===== src/rtl/sync_stream_fifo_pkg.sv =====
// Shared types and helpers for the synchronous stream FIFO.
//   fifo_flags_t : registered status flags of the buffer
//   FLAGS_IDLE   : flag values after reset or flush
//   clog2        : ceiling log2 for parameter-derived widths
package sync_stream_fifo_pkg;

  typedef struct packed {
    logic wd_ready;
    logic rd_valid;
    logic almost_full;
    logic wd_drop;
  } fifo_flags_t;

  localparam fifo_flags_t FLAGS_IDLE = '{wd_ready: 1'b1, rd_valid: 1'b0,
                                         almost_full: 1'b0, wd_drop: 1'b0};

  function automatic int unsigned clog2(input int unsigned value);
    int unsigned w;
    w = 0;
    while ((64'd1 << w) < 64'(value)) w++;
    return w;
  endfunction

endpackage


===== src/rtl/sync_stream_fifo_if.sv =====
// Write/read stream bundle of sync_stream_fifo.
//   slave  : FIFO side (consumes wd_*, flush_i, rd_ready_i; drives status and read data)
//   master : producer/consumer side
interface sync_stream_fifo_if
  import sync_stream_fifo_pkg::*;
#(
  parameter int unsigned DATA_WIDTH = 8,
  parameter int unsigned DEPTH      = 4
) ();

  localparam int unsigned LVL_W = clog2(DEPTH + 1);

  logic                  flush_i;
  logic                  wd_valid_i;
  logic [DATA_WIDTH-1:0] wd_data_i;
  logic                  wd_ready_o;
  logic                  wd_drop_o;
  logic                  rd_ready_i;
  logic [DATA_WIDTH-1:0] rd_data_o;
  logic                  rd_valid_o;
  logic [LVL_W-1:0]      level_o;
  logic                  almost_full_o;

  modport slave (
    input  flush_i, wd_valid_i, wd_data_i, rd_ready_i,
    output wd_ready_o, wd_drop_o, rd_data_o, rd_valid_o, level_o, almost_full_o
  );

  modport master (
    output flush_i, wd_valid_i, wd_data_i, rd_ready_i,
    input  wd_ready_o, wd_drop_o, rd_data_o, rd_valid_o, level_o, almost_full_o
  );

endinterface


===== src/rtl/sync_fifo_mem.sv =====
// DEPTH x DATA_WIDTH register array: one synchronous write port, one
// asynchronous read port. Storage is intentionally not reset.
//   clk_i   : clock
//   we_i    : write enable
//   waddr_i : write address
//   wdata_i : write data
//   raddr_i : read address
//   rdata_o : read data (combinational)
module sync_fifo_mem
  import sync_stream_fifo_pkg::*;
#(
  parameter int unsigned DATA_WIDTH = 8,
  parameter int unsigned DEPTH      = 4,
  parameter int unsigned ADDR_W     = clog2(DEPTH)
) (
  input  logic                  clk_i,
  input  logic                  we_i,
  input  logic [ADDR_W-1:0]     waddr_i,
  input  logic [DATA_WIDTH-1:0] wdata_i,
  input  logic [ADDR_W-1:0]     raddr_i,
  output logic [DATA_WIDTH-1:0] rdata_o
);

  logic [DATA_WIDTH-1:0] mem_q [DEPTH];

  // Write port
  always_ff @(posedge clk_i) begin
    if (we_i) mem_q[waddr_i] <= wdata_i;
  end

  // Async read port
  assign rdata_o = mem_q[raddr_i];

endmodule


===== src/rtl/sync_stream_fifo.sv =====
// Single-clock valid/ready stream buffer holding up to DEPTH words with
// first-word-fall-through read, fill level, almost-full, flush and a
// one-cycle dropped-write pulse.
//   clk_i : clock
//   rst_i : synchronous active-high reset
//   s     : stream bundle (slave modport of sync_stream_fifo_if)
module sync_stream_fifo
  import sync_stream_fifo_pkg::*;
#(
  parameter int unsigned DATA_WIDTH        = 8,
  parameter int unsigned DEPTH             = 4,
  parameter int unsigned ALMOST_FULL_LEVEL = DEPTH - 1
) (
  input logic               clk_i,
  input logic               rst_i,
  sync_stream_fifo_if.slave s
);

  localparam int unsigned PTR_W = clog2(DEPTH);
  localparam int unsigned LVL_W = clog2(DEPTH + 1);

  logic [PTR_W-1:0]      wr_ptr_q;
  logic [PTR_W-1:0]      rd_ptr_q;
  logic [LVL_W-1:0]      level_q;
  logic [LVL_W-1:0]      level_nxt;
  fifo_flags_t           flags_q;
  fifo_flags_t           flags_nxt;
  logic                  push;
  logic                  pop;
  logic                  mem_we;
  logic [DATA_WIDTH-1:0] rd_data;

  // Handshakes and next level/flags; flags depend only on registered state
  // and this cycle's inputs, so wd_ready_o never sees rd_ready_i combinationally.
  always_comb begin
    push      = s.wd_valid_i & flags_q.wd_ready;
    pop       = flags_q.rd_valid & s.rd_ready_i;
    level_nxt = level_q;
    if (push && !pop)      level_nxt = level_q + LVL_W'(1);
    else if (pop && !push) level_nxt = level_q - LVL_W'(1);
    flags_nxt             = FLAGS_IDLE;
    flags_nxt.wd_ready    = (level_nxt != LVL_W'(DEPTH));
    flags_nxt.rd_valid    = (level_nxt != '0);
    flags_nxt.almost_full = (level_nxt >= LVL_W'(ALMOST_FULL_LEVEL));
    flags_nxt.wd_drop     = s.wd_valid_i & ~flags_q.wd_ready;
    mem_we                = push & ~s.flush_i & ~rst_i;
  end

  // Pointers, level and flags; reset and flush share the same empty state
  always_ff @(posedge clk_i) begin
    if (rst_i || s.flush_i) begin
      wr_ptr_q <= '0;
      rd_ptr_q <= '0;
      level_q  <= '0;
      flags_q  <= FLAGS_IDLE;
    end else begin
      if (push) wr_ptr_q <= wr_ptr_q + PTR_W'(1);
      if (pop)  rd_ptr_q <= rd_ptr_q + PTR_W'(1);
      level_q <= level_nxt;
      flags_q <= flags_nxt;
    end
  end

  sync_fifo_mem #(
    .DATA_WIDTH (DATA_WIDTH),
    .DEPTH      (DEPTH)
  ) u_mem (
    .clk_i   (clk_i),
    .we_i    (mem_we),
    .waddr_i (wr_ptr_q),
    .wdata_i (s.wd_data_i),
    .raddr_i (rd_ptr_q),
    .rdata_o (rd_data)
  );

  assign s.wd_ready_o    = flags_q.wd_ready;
  assign s.rd_valid_o    = flags_q.rd_valid;
  assign s.almost_full_o = flags_q.almost_full;
  assign s.wd_drop_o     = flags_q.wd_drop;
  assign s.level_o       = level_q;
  assign s.rd_data_o     = rd_data;

endmodule

===== src/flat_wrapper.sv =====
// flat-port wrapper written by rule: the top's interface ports become plain ports
module sync_stream_fifo_flat import sync_stream_fifo_pkg::*;
#(
  parameter int unsigned DATA_WIDTH        = 8,
  parameter int unsigned DEPTH             = 4,
  parameter int unsigned ALMOST_FULL_LEVEL = DEPTH - 1
)
  (clk_i, rst_i, s_flush_i, s_wd_valid_i, s_wd_data_i, s_rd_ready_i, s_wd_ready_o, s_wd_drop_o, s_rd_data_o, s_rd_valid_o, s_level_o, s_almost_full_o);
  sync_stream_fifo_if #(.DATA_WIDTH(DATA_WIDTH), .DEPTH(DEPTH)) s_i ();
  input logic clk_i;
  input logic rst_i;
  input wire logic [$bits(s_i.flush_i)-1:0] s_flush_i;
  input wire logic [$bits(s_i.wd_valid_i)-1:0] s_wd_valid_i;
  input wire logic [$bits(s_i.wd_data_i)-1:0] s_wd_data_i;
  input wire logic [$bits(s_i.rd_ready_i)-1:0] s_rd_ready_i;
  output wire logic [$bits(s_i.wd_ready_o)-1:0] s_wd_ready_o;
  output wire logic [$bits(s_i.wd_drop_o)-1:0] s_wd_drop_o;
  output wire logic [$bits(s_i.rd_data_o)-1:0] s_rd_data_o;
  output wire logic [$bits(s_i.rd_valid_o)-1:0] s_rd_valid_o;
  output wire logic [$bits(s_i.level_o)-1:0] s_level_o;
  output wire logic [$bits(s_i.almost_full_o)-1:0] s_almost_full_o;
  assign s_i.flush_i = s_flush_i;
  assign s_i.wd_valid_i = s_wd_valid_i;
  assign s_i.wd_data_i = s_wd_data_i;
  assign s_i.rd_ready_i = s_rd_ready_i;
  assign s_wd_ready_o = s_i.wd_ready_o;
  assign s_wd_drop_o = s_i.wd_drop_o;
  assign s_rd_data_o = s_i.rd_data_o;
  assign s_rd_valid_o = s_i.rd_valid_o;
  assign s_level_o = s_i.level_o;
  assign s_almost_full_o = s_i.almost_full_o;
  sync_stream_fifo #(.DATA_WIDTH(DATA_WIDTH), .DEPTH(DEPTH), .ALMOST_FULL_LEVEL(ALMOST_FULL_LEVEL)) u_core (.clk_i(clk_i), .rst_i(rst_i), .s(s_i));
endmodule

===== config.mk =====
export PLATFORM = sky130hd
export DESIGN_NAME = sync_stream_fifo_flat
export DESIGN_NICKNAME = d
export VERILOG_FILES = /design/src/rtl/sync_stream_fifo_pkg.sv /design/src/rtl/sync_stream_fifo_if.sv /design/src/rtl/sync_fifo_mem.sv /design/src/rtl/sync_stream_fifo.sv /design/src/flat_wrapper.sv
export SDC_FILE = /design/constraint.sdc
export NUM_CORES = 1
export LEC_CHECK = 0
export CAP_MARGIN = 20
export CORE_ASPECT_RATIO = 0.9
export CORE_MARGIN = 3
export CORE_UTILIZATION = 56
export CTS_CLUSTER_DIAMETER = 60
export DETAILED_ROUTE_END_ITERATION = 12
export GPL_TIMING_DRIVEN = 0
export PLACE_DENSITY = 0.86
export REMOVE_ABC_BUFFERS = 1
export SLEW_MARGIN = 10
export SYNTH_ARGS = -nofsm -noshare
export SYNTH_HDL_FRONTEND = slang
export SYNTH_SLANG_ARGS = --single-unit

===== constraint.sdc =====
create_clock -name clk_i -period 2.8 [get_ports clk_i]
set_input_delay 0.84 -clock clk_i [delete_from_list [all_inputs] [get_ports clk_i]]
set_output_delay 0.84 -clock clk_i [all_outputs]
set_load 0.02 [all_outputs]

Word level (Yosys, flattened, before mapping) --
Memories as Yosys holds them, arrays and structs flattened. A register that Yosys moved wholly into a read port is not among the register bits. Cells that the tools add are included.
Cells by class: reduce and logical (&&, ||, !) cells 6, add/subtract/negate cells 4, bitwise gates (word level) 8, order comparisons 1, equal/unequal tests 1, muxes and demuxes 6
Operators with widths (number):
- two-way mux 3 bit | 2
- AND 1 bit | 5
- adder 2 x 1 -> 2 bit (second input constant) | 2
- two-way mux 2 bit | 2
- adder 3 x 1 -> 3 bit (second input constant) | 1
- greater-or-equal comparator 3 x 2 -> 1 bit (second input constant) | 1
- != test 3 bit (second input constant) | 1
- inverter 1 bit | 3
- nonzero test 3 bit | 1
- subtractor 3 x 1 -> 3 bit (second input constant) | 1
- logical AND 1 bit | 2
- zero test 1 bit | 2
- two-way mux 1 bit | 2
- logical OR 1 bit | 1
Word-level totals: word-level logic and storage cells 34, output and inout port bits 15, bits in registers 11, memories kept 1, input port bits 13, bits in writable memories 32
Memory list:
- u_core.u_mem.mem_q | words 4, bits a word 8, read ports 1, clocked after Yosys merged registers in 1, write ports 1, line sync_fifo_mem.sv:24 | logic [DATA_WIDTH-1:0] mem_q [DEPTH];

Logic depth before layout (Yosys ltp) --
Gate-level depths: netlist of run 1.
depth in word-level cells 6, depth in mapped cells 6, mapped depth without buffers 6

Cells and area by module --
A second synthesis of run 1 with hierarchy kept.
Unflattened totals: cell total of the unflattened synthesis 105, area, all modules 1727.9 µm²
Modules (own cells, without submodules):
- sync_fifo_mem | times used 1, sequential area each 960.9 µm², cells each 46, area each 1188.6 µm²
- sync_stream_fifo | times used 1, sequential area each 220.2 µm², cells each 59, area each 539.3 µm²

Worst setup path after synthesis of run 1 --
No wires, ideal clock.
kind register to output, start point register (tool-made name), end point output port s_rd_data_o[0], required time 1.960 ns, arrival 1.117 ns, path slack 0.843 ns, stages on the path, launching flop included 3, buffers on the path 1, path through dfxtp_1 buf_2 mux4_2
RTL lines:
- to (decl) | line flat_wrapper.sv:18 | output wire logic [$bits(s_i.rd_data_o)-1:0] s_rd_data_o;

==> metrics, run 1 <==
status complete, no violations; largest net degree at the start of global routing 14; worst-path fanout max 8; Vias per Instance 5.47; Residual DRC 0; Worst Setup End Kind output port; Clock Path Buffers 2; setup TNS 0 ns; CTS root buf clkbuf_4; Die X around 66 um; Max VDD drop between 0.2 and 0.3 mV; area growth from synthesis to final layout 19.7%; CTS H-tree lvls 2; drt total wl 3110 um; CTS Buf Count 5; worst hold path type reg -> reg; Congestion Overflow GR 0; Final Net Count about 160; first-pass iteration count of the detailed router 4; critical path class reg -> out; GRT Total Usage 0.181; Reg clk slew, reported paths 0.12 ns; # setup viols final 0; Final Max Tran Viols 0; Synth Register Bits 45; core area 0.00291 sq mm; Core Rows 18; die area 0.00394 sq mm; io pins 28; Avg Cell Area, Syn 15.6 sq um; unrepaired setup endpoints after global routing false; routed vias 1017; total power divided by cell area 515 mW/mm^2; Tmin final 2.72 ns; number of global-route vias before repair 1109; DRT iter0 DRCs 73; Port Buffers 27; Fin. Hold Viols 0; fin util 0.744; leakage power ~0.75 nW; area of the multi-input gates 547 sq um; Filler cells 196; share of layout cells above drive strength 1 0.123; RD Place Congestion 0.768; sequential share of the synthesized area 0.676; CP Data Arrival Time between 1.5 and 2 ns; startpoint kind of the worst setup timing path flip-flop; Critical Path RT 1.96 ns; clk_lat worst skew 0.34 ns; drt wl/cell 16.7 um; # clock sinks 45; Slew headroom 0.705; actual slew at the worst max-slew pin 0.442 ns; Setup Buffers After CTS 0; CTS tree built; first-pass GRT wire length slightly above 5000 um; Final Cycle Share 0.973; Netlist cell types 32; Max Cap Viol 0; Starting Density 0.621; synthesized cell area roughly 0.0018 sq mm; hold buffers post-CTS 0; Peak Freq 0.367 GHz; dpl hpwl 2230 um; initial antenna violation count 0; top post-synthesis cells by area edfxtp_1 53%, dfxtp_1 14%, mux4_2 10%; share of the synthesized area in the top cell type 0.532; Syn Inst Count 116; Die Y 59.9 um; YS warnings 0; skew final 0.00618 ns; largest area contributor in the netlist edfxtp_1; Final ANT Viol Nets 0; Seq. cell area ~0.0012 sq mm; n_diodes 0
==> flip-flops by register name, summed over array words and instances, names as in the netlist, named ones only <==
signal and cells:
u_core.s.wd_ready_o 1, u_core.wr_ptr_q 2, u_core.rd_ptr_q 2, u_core.s.almost_full_o 1, u_core.u_mem.mem_q 32, u_core.s.rd_valid_o 1
u_core.s.level_o 3, u_core.s.wd_drop_o 1
==> cells by family (layout without fill, tap and decap cells) <==
group / count (synthesis) / count (layout) / synth area share
buffers and inverters: 9 / 39 / 0.0208
adder cells (fa/ha/maj): 6 / 6 / 0.0416
AND/OR/NAND/NOR: 32 / 32 / 0.0908
AO/OA/AOI/OAI: 9 / 9 / 0.0360
XOR/XNOR: 6 / 6 / 0.0291
flip-flops: 45 / 45 / 0.676
multiplexers: 9 / 9 / 0.105
==> what timing repair did <==
item                                    in CTS  in global routing
gates resized for setup                      2                  1
gates cloned                                 0                  0
endpoints found under the setup margin       8                  1
==> worst max-delay path, stage by stage (launching register included) <==
cell and delay [ns]:
dfxtp_4 0.46, mux4_2 0.53, clkdlybuf4s50_1 0.55
==> cell usage in the layout, fill, tap and decap left out, types with 2 or more instances in the layout <==
cell type / Yosys / layout
mux4_2: 8 / 8
edfxtp_1: 32 / 32
nor3_1: 2 / 2
clkbuf_4: 0 / 5
xnor2_1: 4 / 4
clkdlybuf4s50_1: 0 / 26
nor2_1: 7 / 7
nand2_1: 7 / 7
xor2_1: 2 / 2
ha_1: 6 / 6
and2_1: 4 / 4
nand3_1: 2 / 2
dfxtp_1: 13 / 12
inv_1: 3 / 3
clkinv_2: 0 / 2
and3_1: 4 / 4
a21oi_1: 2 / 2
==> worst paths after layout <==
kind                    endpoint  cells after the start                 from  slack, ns
min           u_core.wr_ptr_q[1]                      2   u_core.wr_ptr_q[1]       0.51
min reg2reg   u_core.wr_ptr_q[1]                      2   u_core.wr_ptr_q[1]       0.51
max               s_rd_data_o[0]                      2            flip-flop       0.08
max reg2reg  u_core.s.wd_ready_o                      5  u_core.s.level_o[0]       0.91
==> final cells by class <==
cell class                 count  area share
clock inverter                 2     0.00463
inverter                       4     0.00695
multi-input combinational     62       0.253
tap                           40      0.0232
sequential                    45       0.567
clock buffer                   6      0.0191
timing repair buffer          27       0.126
==> cell usage after synthesis, drive strengths merged <==
master,n
edfxtp,32
dfxtp,13
mux4,8
nand2,7
nor2,7
ha,6
and2,4
and3,4
buf,4
inv,4
xnor2,4
a21oi,2
nand3,2
nor3,2
xor2,2
a211oi,1
a21boi,1
a311oi,1
clkbuf,1
mux2i,1
nand3b,1
nand4,1
nor3b,1
o211a,1
o21a,1
o21ai,1
o31a,1
or2,1
or3,1
or4,1
==> layer usage <==
layer / GRT usage / vias to the layer above / wire (um)
met5: 0 / - / 0
met4: 0.0621 / 0 / 43
met3: 0.0470 / 5 / 166
met2: 0.310 / 28 / 1640
met1: 0.224 / 494 / 1250
li1: - / 490 / -
==> stage by stage <==
stage,instances,cell area [sq um],power (mW),setup WS [ns],hold WS (ns)
after floorplan,111,1780,0.793,0.760,0.469
after global placement,178,2100,0.835,0.157,0.486
after detailed placement,178,2100,0.840,0.129,0.498
after CTS,186,2160,1.11,0.0378,0.516
after global routing,186,2160,1.15,0.00728,0.561
final,186,2160,1.11,0.0757,0.512
==> report_power, final <==
group | leakage, nW | switching (mW) | internal, mW
sequential | 0.395 | 0.00764 | 0.721
combinational | 0.318 | 0.0472 | 0.0488
clock | 0.0320 | 0.192 | 0.0959
No activity file was read; power rests on OpenSTA's default activity.
==> run 2, diff against run 1 <==
--- a/config.mk
+++ b/config.mk
@@ -7,7 +7,6 @@
 export LEC_CHECK = 0
 export CAP_MARGIN = 20
 export CORE_ASPECT_RATIO = 0.9
-export CORE_MARGIN = 3
 export CORE_UTILIZATION = 56
 export CTS_CLUSTER_DIAMETER = 60
 export DETAILED_ROUTE_END_ITERATION = 12
==> run 2 against run 1 <==
Non-clock buffer count is 2 higher. Register-to-register slack worse by 0.02 ns. Clock power is 43% higher. Critical path depth stayed put. Combinational power is 0.8% higher. Via count is 2.0% higher. Worst hold slack worse by 0.0074 ns. Die area is 12% lower. Critical endpoint is now s_rd_data_o[6].
==> metrics, run 2 (synthesis gave the netlist of run 1 again) <==
Clock Path Buffers 2 (unchanged); clk_lat worst skew 0.35 ns (was 0.34 ns); Starting Density 0.589 (was 0.621); Final Max Tran Viols 0 (unchanged); Fin. Hold Viols 0 (unchanged); Max VDD drop 0.365 mV (was 0.290 mV); Congestion Overflow GR 0 (unchanged); number of flip-flops in the largest register 32 (unchanged); CTS root buf clkbuf_4 (unchanged); Final Net Count 166 (was 164); drt total wl 2930 um (was 3110 um); Die Y 55.9 um (was 59.9 um); share of layout cells above drive strength 1 0.142 (was 0.123); CTS Buf Count 5 (unchanged); Tmin final 2.72 ns (about the same); R2R cell count 5 (unchanged); critical path class reg -> out (unchanged); unrepaired setup endpoints after global routing false (unchanged); worst hold path type reg -> reg (unchanged); DRT iter0 DRCs 53 (was 73); dpl hpwl 2000 um (was 2230 um); drt wl/cell 15.4 um (was 16.7 um); CTS H-tree lvls 2 (unchanged); GRT Total Usage 0.206 (was 0.181); Slew headroom 0.689 (was 0.705); worst-path fanout max 8 (unchanged); FF-to-FF End u_core.s.wd_ready_o (unchanged); Final ANT Viol Nets 0 (unchanged); CP Data Arrival Time 1.88 ns (about the same); Core Rows 19 (was 18); non-filler cells, final 190 (was 186); first-pass iteration count of the detailed router 4 (unchanged); Port Buffers 27 (unchanged); Final Cycle Share 0.970 (was 0.973); Die X 61.9 um (was 65.9 um); commonest non-fill, non-tap cell in the layout edfxtp_1 (unchanged); Placement Cell Area 0.00211 sq mm (was 0.00210 sq mm); CTS tree built (unchanged); total power divided by cell area 555 mW/mm^2 (was 515 mW/mm^2); most frequent cells in the layout 32 x edfxtp_1, 21 x clkdlybuf4s50_1, 12 x dfxtp_1 (was 32 x edfxtp_1, 26 x clkdlybuf4s50_1, 12 x dfxtp_1); Vias per Instance 5.46 (was 5.47); Max Cap Viol 0 (unchanged); Top reg by flops u_core.u_mem.mem_q (unchanged); skew final 0.00840 ns (was 0.00618 ns); Hold Path Cell Cnt 2 (unchanged); Worst Setup End Kind output port (unchanged); core area 0.00307 sq mm (was 0.00291 sq mm); Final Power 1.24 mW (was 1.11 mW); setup TNS 0 ns (unchanged); r2r startpoint u_core.s.level_o[0] (unchanged); worst hold endpoint u_core.wr_ptr_q[1] (unchanged); Residual DRC 0 (unchanged); die area 0.00346 sq mm (was 0.00394 sq mm); status complete, no violations (unchanged); actual slew at the worst max-slew pin 0.464 ns (was 0.442 ns); io pins 28 (unchanged); DP Cell Count 180 (was 178); Worst Hold Launch u_core.wr_ptr_q[1] (unchanged); Finished Cell Area 0.00223 sq mm (was 0.00216 sq mm); first-pass GRT wire length 4890 um (was 5110 um); largest net degree at the start of global routing 15 (was 14); initial antenna violation count 0 (unchanged); number of global-route vias before repair 1069 (was 1109); reg-to-reg slack, setup 0.89 ns (was 0.91 ns); area growth from synthesis to final layout 23.4% (was 19.7%); routed vias 1037 (was 1017); RD Place Congestion 0.856 (was 0.768); startpoint kind of the worst setup timing path flip-flop (unchanged); Reg clk slew, reported paths 0.13 ns (was 0.12 ns); leakage power 0.815 nW (was 0.746 nW); n_diodes 0 (unchanged); # setup viols final 0 (unchanged); # clock sinks 45 (unchanged); Peak Freq 0.368 GHz (was 0.367 GHz); Critical Path RT 1.96 ns (about the same)
-- run 2: timing repair --
| item | in CTS | in global routing |
|---|---|---|
| setup buffers | 0 | 2 |
| hold buffers | 0 | 0 |
| hold endpoints to repair | 0 | 0 |
| endpoints found under the setup margin | 8 | 8 |
| resized for setup | 2 | 6 |
-- run 2: metrics by stage --
stage,setup WS [ns],utilization,hold slack [ns]
2_1_floorplan,0.760,-,0.469
3_3_place_gp,0.154,0.687,0.484
3_5_place_dp,0.128,0.687,0.488
4_1_cts,0.0244,0.717,0.506
5_1_grt,0.00168,0.727,0.549
6_report,0.0827,0.727,0.504
-- run 2: worst max path at each step --
stage | cells past startpoint | slack (ns) | startpoint | end
global placement | 2 | 0.15 | flip-flop | s_rd_data_o[5]
finish | 2 | 0.08 | flip-flop | s_rd_data_o[6]
global route | 2 | 0.002 | flip-flop | s_rd_data_o[6]
detailed placement | 2 | 0.13 | flip-flop | s_rd_data_o[5]
floorplan | 1 | 0.76 | flip-flop | s_rd_data_o[0]
CTS | 2 | 0.02 | flip-flop | s_rd_data_o[5]
-- run 2: worst max-delay path, cell delays in order (launching register included) --
cell,delay [ns]
dfxtp_4,0.46
mux4_2,0.52
clkdlybuf4s50_1,0.55
-- run 2: routing by layer --
layer | part of all wire | wire length, um | vias to the layer above | track usage
li1 | - | - | 493 | -
met1 | 0.45 | 1310 | 515 | 0.270
met2 | 0.50 | 1460 | 21 | 0.309
met3 | 0.036 | 107 | 8 | 0.0628
met4 | 0.020 | 60 | 0 | 0.102
met5 | 0 | 0 | - | 0
-- run 2: final cells by class --
cell class              instances  area (sq um)
inverters                       4          15.0
flip-flops and latches         45          1220
clock inverters                 2          37.5
clock buffers                   6          51.3
multi-input cells              62           547
well taps                      42          52.6
repair buffers                 29           300
fillers                       179           838
-- run 2: power by group --
part / switching (mW) / internal, mW / total, mW
clock network: 0.200 / 0.212 / 0.412
logic: 0.0478 / 0.0490 / 0.0968
registers: 0.00720 / 0.721 / 0.728
total: 0.255 / 0.982 / 1.24
==> run 3, diff against run 2 <==
--- a/config.mk
+++ b/config.mk
@@ -9,6 +9,7 @@
 export CORE_ASPECT_RATIO = 0.9
 export CORE_UTILIZATION = 56
 export CTS_CLUSTER_DIAMETER = 60
+export CTS_CLUSTER_SIZE = 40
 export DETAILED_ROUTE_END_ITERATION = 12
 export GPL_TIMING_DRIVEN = 0
 export PLACE_DENSITY = 0.86
==> results of run 3 <==
No change in the layout: final DEF, timing and power equal those of run 2.
